File: src/rtl/param_fifo.sv
// Synchronous single-clock FIFO with registered read data, occupancy count,
// almost-full/almost-empty thresholds and one-cycle overflow/underflow pulses.
module param_fifo #(
  parameter int DATA_W   = 4,
  parameter int DEPTH    = 8,
  parameter int AF_LEVEL = DEPTH - 2,
  parameter int AE_LEVEL = 2
) (
  input  logic                     clk,
  input  logic                     reset,
  input  logic [DATA_W-1:0]        data_in,
  input  logic                     push,
  input  logic                     pop,
  input  logic                     flush,
  output logic [DATA_W-1:0]        data_out,
  output logic                     fifo_full,
  output logic                     fifo_empty,
  output logic                     almost_full,
  output logic                     almost_empty,
  output logic [$clog2(DEPTH):0]   count,
  output logic                     overflow,
  output logic                     underflow
);

  localparam int AW = $clog2(DEPTH);
  localparam int CW = AW + 1;

  logic [DATA_W-1:0] mem [DEPTH];
  logic [AW-1:0]     wr_ptr;
  logic [AW-1:0]     rd_ptr;
  logic              push_ok;
  logic              pop_ok;

  // A full FIFO still accepts a push when a pop frees a slot on the same edge;
  // an empty FIFO never lets a same-cycle push fall through to data_out.
  always_comb begin
    pop_ok  = pop && !fifo_empty;
    push_ok = push && (!fifo_full || pop_ok);
  end

  // Status flags come only from the registered count.
  assign fifo_full    = (count == CW'(DEPTH));
  assign fifo_empty   = (count == '0);
  assign almost_full  = (count >= CW'(AF_LEVEL));
  assign almost_empty = (count <= CW'(AE_LEVEL));

  always_ff @(posedge clk) begin
    if (push_ok && !flush) begin
      mem[wr_ptr] <= data_in;
    end
  end

  always_ff @(posedge clk or posedge reset) begin
    if (reset) begin
      wr_ptr    <= '0;
      rd_ptr    <= '0;
      count     <= '0;
      data_out  <= '0;
      overflow  <= 1'b0;
      underflow <= 1'b0;
    end else if (flush) begin
      wr_ptr    <= '0;
      rd_ptr    <= '0;
      count     <= '0;
      overflow  <= 1'b0;
      underflow <= 1'b0;
    end else begin
      if (push_ok) begin
        wr_ptr <= wr_ptr + 1'b1;
      end
      if (pop_ok) begin
        rd_ptr   <= rd_ptr + 1'b1;
        data_out <= mem[rd_ptr];
      end
      case ({push_ok, pop_ok})
        2'b10:   count <= count + 1'b1;
        2'b01:   count <= count - 1'b1;
        default: count <= count;
      endcase
      overflow  <= push && !push_ok;
      underflow <= pop && !pop_ok;
    end
  end

endmodule

File: config.mk
export PLATFORM = sky130hd
export DESIGN_NAME = param_fifo
export DESIGN_NICKNAME = d
export VERILOG_FILES = /design/src/rtl/param_fifo.sv
export SDC_FILE = /design/constraint.sdc
export NUM_CORES = 1
export LEC_CHECK = 0
export ABC_AREA = 1
export BUFFER_PORTS_ARGS = -buffer_cell sky130_fd_sc_hd__buf_2
export CAP_MARGIN = 10
export CORE_ASPECT_RATIO = 1.1
export CORE_MARGIN = 2
export CORE_UTILIZATION = 56
export DETAILED_ROUTE_END_ITERATION = 8
export PLACE_DENSITY = 0.76
export SYNTH_ARGS = -nofsm -noshare
export SYNTH_HDL_FRONTEND = slang
export SYNTH_SLANG_ARGS = --single-unit
File: constraint.sdc
create_clock -name clk -period 2.6 [get_ports clk]
set_input_delay 0 -clock clk [delete_from_list [all_inputs] [get_ports clk]]
set_output_delay 0 -clock clk [all_outputs]
set_load 0.02 [all_outputs]
### Yosys cells after proc, flatten, opt, wreduce, memory -nomap -nowiden

Memories as Yosys holds them, arrays and structs flattened. A register that Yosys moved wholly into a read port is not among the register bits.
Index checks and enable logic that the tools add are counted.

* magnitude comparators: 2
* bitwise operators: 1
* reductions and logical operators: 16
* mux-type cells: 10
* $add $sub $neg: 4
* equal/unequal tests: 3

Operator list (number)
* $mux W3: 4
* $pmux W4 S2: 1
* $add A3 B1 Y3 const B: 2
* $logic_and A1 B1 Y1: 5
* $logic_not A1 Y1: 5
* $add A4 B1 Y4 const B: 1
* $eq A4 B4 Y1 const B: 1
* $ge A4 B3 Y1 const B: 1
* $le A4 B2 Y1 const B: 1
* $logic_not A4 Y1: 1
* $mux W1: 4
* $mux W4: 1
* $reduce_bool A2 Y1: 2
* $sub A4 B1 Y4 const B: 1
* $reduce_bool A3 Y1: 1
* $eq A2 B1 Y1 const B: 1
* $eq A2 B2 Y1 const B: 1
* $reduce_and A2 Y1: 1
* $logic_or A1 B1 Y1: 1
* $not A1 Y1: 1

* memories kept: 1
* RAM bits: 32
* output and inout bits: 14
* logic and storage cells: 42
* bits in registers: 12
* input bits: 9

Memory list
* mem: words 8, width 4, rd ports 1, clocked after memory_dff 1, write ports 1, RTL line 28 `logic [DATA_W-1:0] mem [DEPTH];`

### Logic depth before layout (Yosys ltp)

Gate-level depths: netlist of run 1.

* depth after elaboration: 8
* mapped depth: 13
* depth with buffers taken out: 13

### Least setup slack after synthesis of run 1

No wires, ideal clock.

* kind: register to register
* start: register count[0]
* end: register count[3]
* arrival time: 1.745 ns
* clock period less this slack: 1.862 ns
* slack: 0.738 ns
* path buffers: 0
* library setup time: 0.117 ns
* required time: 2.483 ns
* stages on the path, launching flop included: 14
* path through: dfrtp_1 > nor2_4 > nand2_4 > nand3_4 > inv_1 > ha_1 > nand3_1 > nand3_1 > nand2_1 > nand2_1 > nand2_1 > nand2_1 > nand2_1 > nand2_1

* word-level cells in the longest chain between the ends: 8
* elaborated cells on any way between the ends: 14
* those cells by class: add/sub (2); eq/ne (3); mux (2); reduce/logical (7)

Ends and longest elaborated chain
* start: declaration: RTL line 20 `output logic [$clog2(DEPTH):0] count,`
* start signal: assignment: RTL line 76 `2'b10: count <= count + 1'b1;`
* start signal: assignment: RTL line 77 `2'b01: count <= count - 1'b1;`
* start signal: assignment: RTL line 78 `default: count <= count;`
* $logic_not A4 Y1: RTL line 43 `assign fifo_empty = (count == '0);`
* $logic_not A1 Y1: RTL line 37 `pop_ok = pop && !fifo_empty;`
* $logic_and A1 B1 Y1: RTL line 37
* $logic_or A1 B1 Y1: RTL line 38 `push_ok = push && (!fifo_full || pop_ok);`
* $logic_and A1 B1 Y1: RTL line 38
* $eq A2 B1 Y1 or $eq A2 B2 Y1 (tied branches): RTL line 75 `case ({push_ok, pop_ok})`
* $pmux W4 S2: RTL line 75
* $mux W4: RTL line 61 `end else if (flush) begin`

Several ways; a longest one is shown, not always the timed one.
A chain may end at the register's enable or synchronous reset.

### Worst setup path in the final report of run 1

Same ends and word-level chain as after synthesis.

==> metrics.yaml, run 1 <==
status: "completed"
reg2reg_depth: 13
crit_type: "flip-flop to flip-flop"
cp_max_fo: 8
hp-class: "primary input to flip-flop"
io_buffer_count: 22
layout.nets: 256
path_clk_slew_ps: 90
grt_pass1_wl_mm: 6.71
syn_area_per_cell_sq_um: 10.4
wire_per_inst_um: 13.8
synthDistinctLibCells: 27
min_period_over_period: 0.746
worstPathRequired_ps: 2790
cellLeakagePower_nw: 1.09
grt_antenna_before_repair: 0
tritoncts: "yes"
die_h_um: 69.9
finalWorstSetupSlack_ps: 661
synthCells: 212
power_density_nw_per_um2: 875
drc_errors: 0
p_total_mw: 2.19
synth.yosys.seq_area_share: 0.616
clock_latency_ps: 300
dr.pass1.iters: 4
cp_slowest_cell: "dfrtp_1"
area.growth.synth_to_final_pct: 13.0
numCtsBuffers: 5
tns_ps: 0
multiInputGateArea_sq_um: 742
syn-num-nets: 226
r2r_end: "count[3]"
h-tree-depth: 2
cts.sinks: 48
max_stage_delay_ps: 470
drive_gt1_frac: 0.189
yosys_warnings: 0
dr.first_iter.drc_count: 108
num_antenna_cells: 0
ff2ff_setup_slack_ps: 660
first_global_vias: 1450
ant_nets: 0
critPathMostFrequentCell: "nand2_1"
r2r-start: "count[0]"
maxSlewHeadroom: 0.594
critical_path.endpoint: "count[3]"
fillers: 293
grt_usage: 0.200
cp.arrival_ps: 2130
crit_path_cell_trace: "nor2_4 -> nand2_4 -> nand3_4 -> inv_1 -> ha_1 -> nand3_1 -> nand3_1 -> nand2_1 -> nand2_1 -> nand2_1 -> nand2_1 -> nand2_1 -> nand2_1"
ir_worst_vdd_uv: 493
timing.critical_path.buf_inv: 1
report.final.slew_viol_count: 0
start_util: 0.595
clockBufferDepth: 2
rsz0062_at_grt: "no"
die_area_sq_um: 4460
seq_area_sq_um: 1360
end_kind: "flip-flop"
setup_violations: 0
gp_congestion: 0.798
start_kind: "flip-flop"
synthesis.area_sq_um: 2210
grt_max_degree: 19
cpLargestDelayFamily: "simple AND/OR/NAND/NOR gates"
cts_root_buf: "clkbuf_8"
core.rowCount: 23
tightest_slew_ps: 609
gr-total-overflow: 0
dr_total_vias: 1526
finClkSkew_ps: 9.19
crit_start: "count[0]"
preCtsSetupSlack_ps: 664
die_w_um: 63.9
core_area_sq_um: 3710
finalHoldViolations: 0
dpl.hpwl_mm: 2.93
min_period_ps: 1940
synth_seq_cells: 48
max_clock_freq_mhz: 516
ioPinCount: 23
drt-total-wl_mm: 4.05
drv_cap: 0
cp.depth: 13
post_cts_resized: 0
drt-vias-per-instance: 5.21
## state kept, by name, indices dropped and copies added, names as in the netlist
name / flops
count: 4
mem: 32
overflow: 1
data_out: 4
rd_ptr: 3
underflow: 1
wr_ptr: 3
## layout by cell type (no fill, tap or decap), types with 2 or more instances in the layout
cell           instances
nor2_1                36
edfxtp_1              32
nand2_1               29
o21ai_0               24
buf_2                 22
nand3_1               20
inv_1                 18
dfrtp_1               16
clkbuf_8               5
dlygate4sd3_1          5
o211ai_1               4
nand2_2                4
ha_1                   4
inv_2                  3
nand2_4                3
nand4_1                2
nor3_1                 2
xor2_1                 2
## logic make-up (layout without fill, tap and decap cells)
| group | after synthesis | after routing | synth area share |
|---|---|---|---|
| DFF | 48 | 48 | 0.616 |
| xor gates and xnor gates | 2 | 2 | 0.00793 |
| and+or+nand+nor | 101 | 101 | 0.222 |
| buffers and inverters | 26 | 57 | 0.0481 |
| adders and majority gates | 5 | 5 | 0.0317 |
| AOI/OAI and AO/OA | 30 | 30 | 0.0742 |
## cell type report
| cell class | count | area share |
|---|---|---|
| Inverter | 22 | 0.0341 |
| Sequential cell | 48 | 0.545 |
| Multi-Input combinational cell | 138 | 0.297 |
| Timing Repair Buffer | 27 | 0.0641 |
| Clock buffer | 5 | 0.0276 |
| Tap cell | 50 | 0.0251 |
| Clock inverter | 3 | 0.00701 |
## power by group
group	internal, mW	total, mW	switching, mW	leakage, nW
sequential	0.894	1.01	0.117	0.501
combinational	0.247	0.743	0.496	0.546
clock	0.188	0.432	0.244	0.0460
## synthesized netlist by cell type
master    instances  area, sq um
a21oi_1           1         5.00
a21oi_2           1         8.76
buf_2             2         10.0
buf_4             1         7.51
clkbuf_1          1         3.75
dfrtp_1          16          400
edfxtp_1         32          961
fa_1              1         20.0
ha_1              4         50.1
inv_1            18         67.6
inv_2             3         11.3
inv_4             1         6.26
nand2_1          29          109
nand2_2           4         25.0
nand2_4           3         33.8
nand3_1          20          100
nand3_2           1         10.0
nand3_4           1         17.5
nand4_1           2         12.5
nor2_1           36          135
nor2_2            1         6.26
nor2_4            1         11.3
nor2_8            1         20.0
nor3_1            2         10.0
o211ai_1          4         30.0
o21ai_0          24          120
xor2_1            2         17.5
## stage by stage
step	hold WS, ps	instance area [sq um]	utilization	cells
final	3.18	2500	0.673	293
after detailed placement	98.5	2360	0.636	280
after global routing	23.4	2500	0.673	293
after global placement	100	2360	0.636	280
after floorplan	-86.3	2210	-	212
after CTS	1.85	2500	0.673	293
## how the worst min path moves through the flow
stage,cells past startpoint,end,from
2_1_floorplan,1,count[0],reset
3_3_place_gp,2,data_out[3],reset
3_5_place_dp,2,rd_ptr[0],reset
4_1_cts,1,mem[6][1],data_in[1]
5_1_grt,1,mem[7][1],data_in[1]
6_report,1,mem[6][1],data_in[1]
## metal layers
| metal | vias to the layer above | GRT usage | wire length (um) |
|---|---|---|---|
| met5 | - | 0 | 0 |
| met4 | 0 | 0.0652 | 42 |
| met3 | 6 | 0.0483 | 224 |
| met2 | 46 | 0.331 | 1970 |
| met1 | 702 | 0.257 | 1810 |
| li1 | 772 | - | - |
## repair_timing
action	4_1_cts	5_1_grt
endpoints found under the hold margin	35	0
buffers inserted	0	0
hold buffers	5	0
Note: power is estimated with default switching activity, not from simulation.
==> inputs of run 2 (changes only) <==
--- a/config.mk
+++ b/config.mk
@@ -10,9 +10,9 @@
 export CAP_MARGIN = 10
 export CORE_ASPECT_RATIO = 1.1
 export CORE_MARGIN = 2
-export CORE_UTILIZATION = 56
+export CORE_UTILIZATION = 52
 export DETAILED_ROUTE_END_ITERATION = 8
-export PLACE_DENSITY = 0.76
+export PLACE_DENSITY = 0.75
 export SYNTH_ARGS = -nofsm -noshare
 export SYNTH_HDL_FRONTEND = slang
 export SYNTH_SLANG_ARGS = --single-unit
==> constraint.sdc (replaced) <==
create_clock -name clk -period 1.7 [get_ports clk]
set_input_delay 0 -clock clk [delete_from_list [all_inputs] [get_ports clk]]
set_output_delay 0 -clock clk [all_outputs]
set_load 0.02 [all_outputs]
==> run 2 against run 1 <==
  * Register-to-register slack got worse by 610 ps
  * Routed wire length increased by 5.3%
  * Flip-flop and latch count unchanged
  * Via count increased by 5.0%
  * Largest cell class unchanged
  * Count of clock-buffer cells in the layout unchanged
  * Worst hold slack improved by 6.5 ps
  * Total power up 69%
  * Die area grew 7.2%
==> metrics.yaml, run 2 (synthesis results as in run 1) <==
final_util: 0.664  # -0.00887
start_util: 0.549  # -0.0461
min_period_over_period: 0.969  # +0.223
num_antenna_cells: 0  # unchanged
cts_root_buf: "clkbuf_8"
drc_errors: 0  # unchanged
drive_gt1_frac: 0.281  # +0.0919
place_inst: 294  # +5.0%
r2r-start: "count[0]"
seq_area_sq_um: 1370  # +0.37%
setup_violations: 0  # unchanged
maxSlewHeadroom: 0.580  # -0.0135
largest_reg_flops: 32  # unchanged
cellLeakagePower_nw: 1.16  # +6.5%
critPathMostFrequentCell: "nand2_1"
grt_antenna_before_repair: 0  # unchanged
hp-class: "primary input to flip-flop"
ff2ff_setup_slack_ps: 50  # -610 ps
timing.hold.ws_ps: 9.70  # +6.53 ps
ant_nets: 0  # unchanged
h-tree-depth: 2  # unchanged
drt-total-wl_mm: 4.26  # +5.3%
cts.sinks: 48  # unchanged
rsz0062_at_grt: "yes"
dr_total_vias: 1603  # +5.0%
grt_pass1_wl_mm: 7.13  # +6.3%
postPlaceCellArea_sq_um: 2480  # +4.9%
finalHoldViolations: 0  # unchanged
dr.pass1.iters: 5  # +1
cp.arrival_ps: 1840  # -290 ps
area.growth.synth_to_final_pct: 20.9
max_stage_delay_ps: 430  # -40 ps
tritoncts: "yes"
wire_per_inst_um: 13.8  # +0.14%
drv_cap: 0  # unchanged
cpLargestDelayFamily: "simple AND/OR/NAND/NOR gates"
largest_register: "mem"
status: "completed"
start_kind: "flip-flop"
finalInstanceArea_sq_um: 2670  # +7.0%
fillers: 309  # +5.5%
final_cell_mix: "nor2_1, edfxtp_1, nand2_1"
end_kind: "flip-flop"
core_area_sq_um: 4020  # +8.4%
crit_type: "flip-flop to flip-flop"
instances_no_fill: 308  # +5.1%
multiInputGateArea_sq_um: 785  # +5.7%
die_w_um: 66.2  # +3.5%
min_period_ps: 1650  # -291 ps
hold_end: "mem[4][0]"
max_clock_freq_mhz: 607  # +18%
reg2reg_depth: 13  # unchanged
report.final.slew_viol_count: 0  # unchanged
grt_max_degree: 19  # unchanged
path_clk_slew_ps: 90  # about the same
cp_slowest_cell: "dfrtp_2"
drt-vias-per-instance: 5.20  # about the same
layout.nets: 269  # +5.1%
die_h_um: 72.4  # +3.6%
hold_depth: 1  # unchanged
die_area_sq_um: 4790  # +7.2%
power_density_nw_per_um2: 1380  # +58%
min_from: "data_in[0]"
grt_usage: 0.203  # +0.00326
timing.critical_path.buf_inv: 1  # unchanged
dr.first_iter.drc_count: 94  # -13%
clock_latency_ps: 300  # about the same
tightest_slew_ps: 629  # +20.2 ps
numCtsBuffers: 5  # unchanged
worstPathRequired_ps: 1900  # -890 ps
finClkSkew_ps: 8.63  # -0.559 ps
ir_worst_vdd_uv: 665  # +35%
first_global_vias: 1574  # +8.6%
r2r_end: "count[3]"
gr-total-overflow: 0  # unchanged
core.rowCount: 24  # +4.3%
dpl.hpwl_mm: 2.92  # -0.13%
clockBufferDepth: 2  # unchanged
biggestRegsByFlops: "mem x32, count x4, data_out x4"
cp_max_fo: 4  # -4
crit_path_cell_trace: "nor2_4 -> nand2_4 -> nand3_4 -> inv_2 -> ha_1 -> nand3_2 -> nand3_1 -> nand2_1 -> nand2_1 -> nand2_1 -> nand2_1 -> nand2_1 -> nand2_1"
ioPinCount: 23  # unchanged
gp_congestion: 0.765  # -4.1%
io_buffer_count: 22  # unchanged
-- run 2: changes by cell type in the layout (fill, tap and decap cells not counted), moves of 2 or more --
cell / delta
dfrtp_1: -4
dfrtp_2: +4
nor2_4: +2
buf_4: +14
nor2_2: +2
nor2_1: -4
-- run 2: through the flow --
stage          worst slack, ps  power (mW)  setup TNS, ps
2_1_floorplan            -24.7        2.42          -24.7
6_report                  52.2        3.70              0
3_5_place_dp             -17.7        2.82          -70.7
4_1_cts                   1.27        3.66              0
5_1_grt                  -67.6        3.94           -163
3_3_place_gp              26.9        2.80              0
-- run 2: cell type report --
type / instances / share of cell area
timing repair buffer: 40 / 0.0956
inverter: 22 / 0.0319
clock inverter: 3 / 0.0173
sequential: 48 / 0.511
multi-input combinational: 138 / 0.294
tap: 52 / 0.0244
clock buffer: 5 / 0.0258
-- run 2: per-layer routing --
| layer | vias to the layer above | share of wire | global-route usage |
|---|---|---|---|
| met5 | - | 0 | 0 |
| met4 | 0 | 0.023 | 0.104 |
| met3 | 8 | 0.039 | 0.0558 |
| met2 | 40 | 0.50 | 0.324 |
| met1 | 758 | 0.44 | 0.252 |
| li1 | 797 | - | - |
-- run 2: worst max path at each step --
stage	cells after the start	from	slack (ps)	end
finish	13	count[0]	50	count[3]
floorplan	13	count[1]	-20	count[3]
detailed placement	8	count[3]	-20	mem[6][0]
global route	13	count[0]	-70	count[3]
CTS	13	count[1]	1	count[3]
global placement	8	count[3]	30	mem[6][0]
-- run 2: where the power goes --
group	total [mW]	switching [mW]	internal (mW)
Combinational	1.41	0.903	0.505
Clock	0.830	0.387	0.443
Sequential	1.46	0.0824	1.37
Total	3.70	1.37	2.32
-- run 2: timing repair --
| action | CTS | global route |
|---|---|---|
| buffers inserted | 0 | 2 |
| gates cloned | 0 | 0 |
| hold buffers | 4 | 0 |
| endpoints found under the setup margin | 4 | 21 |
| hold endpoints to repair | 34 | 0 |
| pin swaps | 0 | 2 |
| gates resized for setup | 1 | 6 |
-- run 2: worst register-to-register path, delay by kind of cell (launching register included) --
family | cells | cell delay, ps
buf+inv | 1 | 70
fa+ha+maj | 1 | 280
simple gates | 11 | 780
flops | 1 | 430
==> inputs of run 3 (changes only) <==
==> constraint.sdc (replaced) <==
create_clock -name clk -period 1.7 [get_ports clk]
set_input_delay 0 -clock clk [delete_from_list [all_inputs] [get_ports clk]]
set_output_delay 0 -clock clk [all_outputs]
set_load 0.01 [all_outputs]
==> run 3 against run 2 <==
  * Register-to-register slack got worse by 40 ps
  * Non-clock buffer count decreased by 2
  * Combinational power decreased by 6%
  * Utilization decreased by 1.1 points
  * Clock power decreased by 20%
  * Critical path type unchanged
  * Critical endpoint is now mem[6][1]
  * Largest cell class unchanged
==> metrics.yaml, run 3 (synthesis results as in run 1) <==
status: "completed"
layout.nets: 267  # -0.74%
place_inst: 289  # -1.7%
core_area_sq_um: 4020  # unchanged
grt_antenna_before_repair: 0  # unchanged
first_global_vias: 1557  # -1.1%
largest_register: "mem"
clockBufferDepth: 2  # unchanged
drc_errors: 0  # unchanged
start_kind: "flip-flop"
cts_root_buf: "clkbuf_8"
power_frac_seq: 0.426  # +0.032
timing.hold.ws_ps: 0.611  # -9.09 ps
tritoncts: "yes"
final_common_cell: "edfxtp_1"
finClkSkew_ps: 7.36  # -1.28 ps
final_cell_mix: "edfxtp_1, nor2_1, nand2_1"
drt-total-wl_mm: 4.36  # +2.3%
gp_congestion: 0.807  # +5.5%
largest_reg_flops: 32  # unchanged
numCtsBuffers: 5  # unchanged
die_area_sq_um: 4790  # unchanged
ir_worst_vdd_uv: 753  # +13%
grt_pass1_wl_mm: 7.29  # +2.3%
io_buffer_count: 22  # unchanged
dpl.hpwl_mm: 3.11  # +6.5%
max_clock_freq_mhz: 594  # -2.2%
drt-vias-per-instance: 5.13  # -1.4%
instances_no_fill: 306  # -0.65%
p_int_mw: 2.19  # -5.7%
rsz0062_at_grt: "yes"
setup_violations: 0  # unchanged
switching_power_mw: 1.28  # -6.9%
worstPathRequired_ps: 1680  # -220 ps
die_h_um: 72.4  # unchanged
dr_total_vias: 1571  # -2.0%
ant_nets: 0  # unchanged
cp.arrival_ps: 1660  # -180 ps
clock_latency_ps: 300  # about the same
drive_gt1_frac: 0.280  # -0.00172
biggestRegsByFlops: "mem x32, count x4, data_out x4"
ioPinCount: 23  # unchanged
fillers: 321  # +3.9%
dr.pass1.iters: 4  # -1
crit_type: "flip-flop to flip-flop"
area.growth.synth_to_final_pct: 18.9
switching_share: 0.368  # -0.00305
hp-class: "primary input to flip-flop"
path_clk_slew_ps: 90  # about the same
finalHoldViolations: 0  # unchanged
min_period_over_period: 0.991  # +0.0214
wire_per_inst_um: 14.2  # +2.9%
end_kind: "flip-flop"
power_density_nw_per_um2: 1320  # -4.6%
report.final.slew_viol_count: 0  # unchanged
drv_cap: 0  # unchanged
num_antenna_cells: 0  # unchanged
power_frac_comb: 0.383  # +0.002
gr-total-overflow: 0  # unchanged
min_period_ps: 1680  # +36.3 ps
cellLeakagePower_nw: 1.14  # -1.9%
cp_max_fo: 5  # +1
h-tree-depth: 2  # unchanged
maxSlewHeadroom: 0.602  # +0.0217
grt_usage: 0.208  # +0.00476
p_clk_frac: 0.191  # -0.034
die_w_um: 66.2  # unchanged
tightest_slew_ps: 596  # -32.5 ps
start_util: 0.549  # unchanged
core.rowCount: 24  # unchanged
cts.sinks: 48  # unchanged
dr.first_iter.drc_count: 82  # -13%
grt_max_degree: 19  # unchanged
## run 3: cell types whose count changed in the layout (fill, tap and decap cells not counted)
| cell | previous run | this run |
|---|---|---|
| buf_4 | 14 | 12 |
| nor2_2 | 3 | 5 |
| bufinv_16 | 1 | 0 |
| clkbuf_1 | 0 | 1 |
| clkinv_4 | 0 | 1 |
| inv_6 | 1 | 0 |
| nand2_2 | 3 | 4 |
| nand2_4 | 4 | 3 |
| nand3_1 | 19 | 18 |
| nand3_2 | 2 | 3 |
| nor2_1 | 32 | 31 |
| nor2_4 | 3 | 2 |
## run 3: worst paths after layout
| check | from | endpoint | slack [ps] | depth (start not counted) |
|---|---|---|---|---|
| hold reg to reg | data_out[1] | data_out[1] | 490 | 2 |
| setup / recovery | count[3] | mem[6][1] | 20 | 8 |
| max in group asynchronous | reset | count[3] | 970 | 3 |
| setup reg to reg | count[3] | mem[6][1] | 20 | 8 |
| hold / removal | data_in[0] | mem[4][0] | 0.6 | 1 |
| min in group asynchronous | reset | data_out[2] | 300 | 3 |
## run 3: power groups by stage
| stage | clock [mW] | sequential, mW | combinational [mW] |
|---|---|---|---|
| floorplan | 0 | 1.55 | 0.771 |
| global placement | 0 | 1.50 | 1.19 |
| detailed placement | 0 | 1.51 | 1.21 |
| CTS | 0.679 | 1.48 | 1.23 |
| global route | 0.717 | 1.50 | 1.51 |
| finish | 0.663 | 1.48 | 1.33 |
## run 3: timing repair
item / 4_1_cts / 5_1_grt
buffers inserted: 1 / 4
endpoints found under the setup margin: 1 / 13
pin swaps: 0 / 4
hold buffers: 4 / 0
gates resized for setup: 0 / 7
endpoints found under the hold margin: 28 / 0
## run 3: critical path, stage by stage (launching register included)
cell     delay [ps]
dfrtp_2         450
buf_4           150
nand4_1         110
nand2_2          80
inv_2            60
nand2_2          50
inv_2            70
nand2_2         100
nor2_1          290
## run 3: final cells by class
class,count,area [sq um],area share
repair buffers,38,240,0.0914
well taps,52,65.1,0.0248
multi-input cells,138,782,0.298
clock buffers,6,72.6,0.0276
flip-flops and latches,48,1370,0.520
inverters,22,85.1,0.0324
clock inverters,2,16.3,0.00619
## run 3: stage by stage
step | util | worst slack [ps] | total power, mW | TNS [ps] | cell area, sq um
floorplan | - | 5.61 | 2.32 | 0 | 2230
global placement | 0.606 | 59.5 | 2.69 | 0 | 2440
detailed placement | 0.606 | 5.37 | 2.72 | 0 | 2440
CTS | 0.640 | 16.0 | 3.39 | 0 | 2570
global route | 0.653 | -101 | 3.72 | -938 | 2630
finish | 0.653 | 15.9 | 3.47 | 0 | 2630
## run 3: metal layers
metal | global-route usage | wire length [um]
met1 | 0.264 | 1940
met2 | 0.337 | 2100
met3 | 0.0527 | 187
met4 | 0.0907 | 125
met5 | 0 | 0
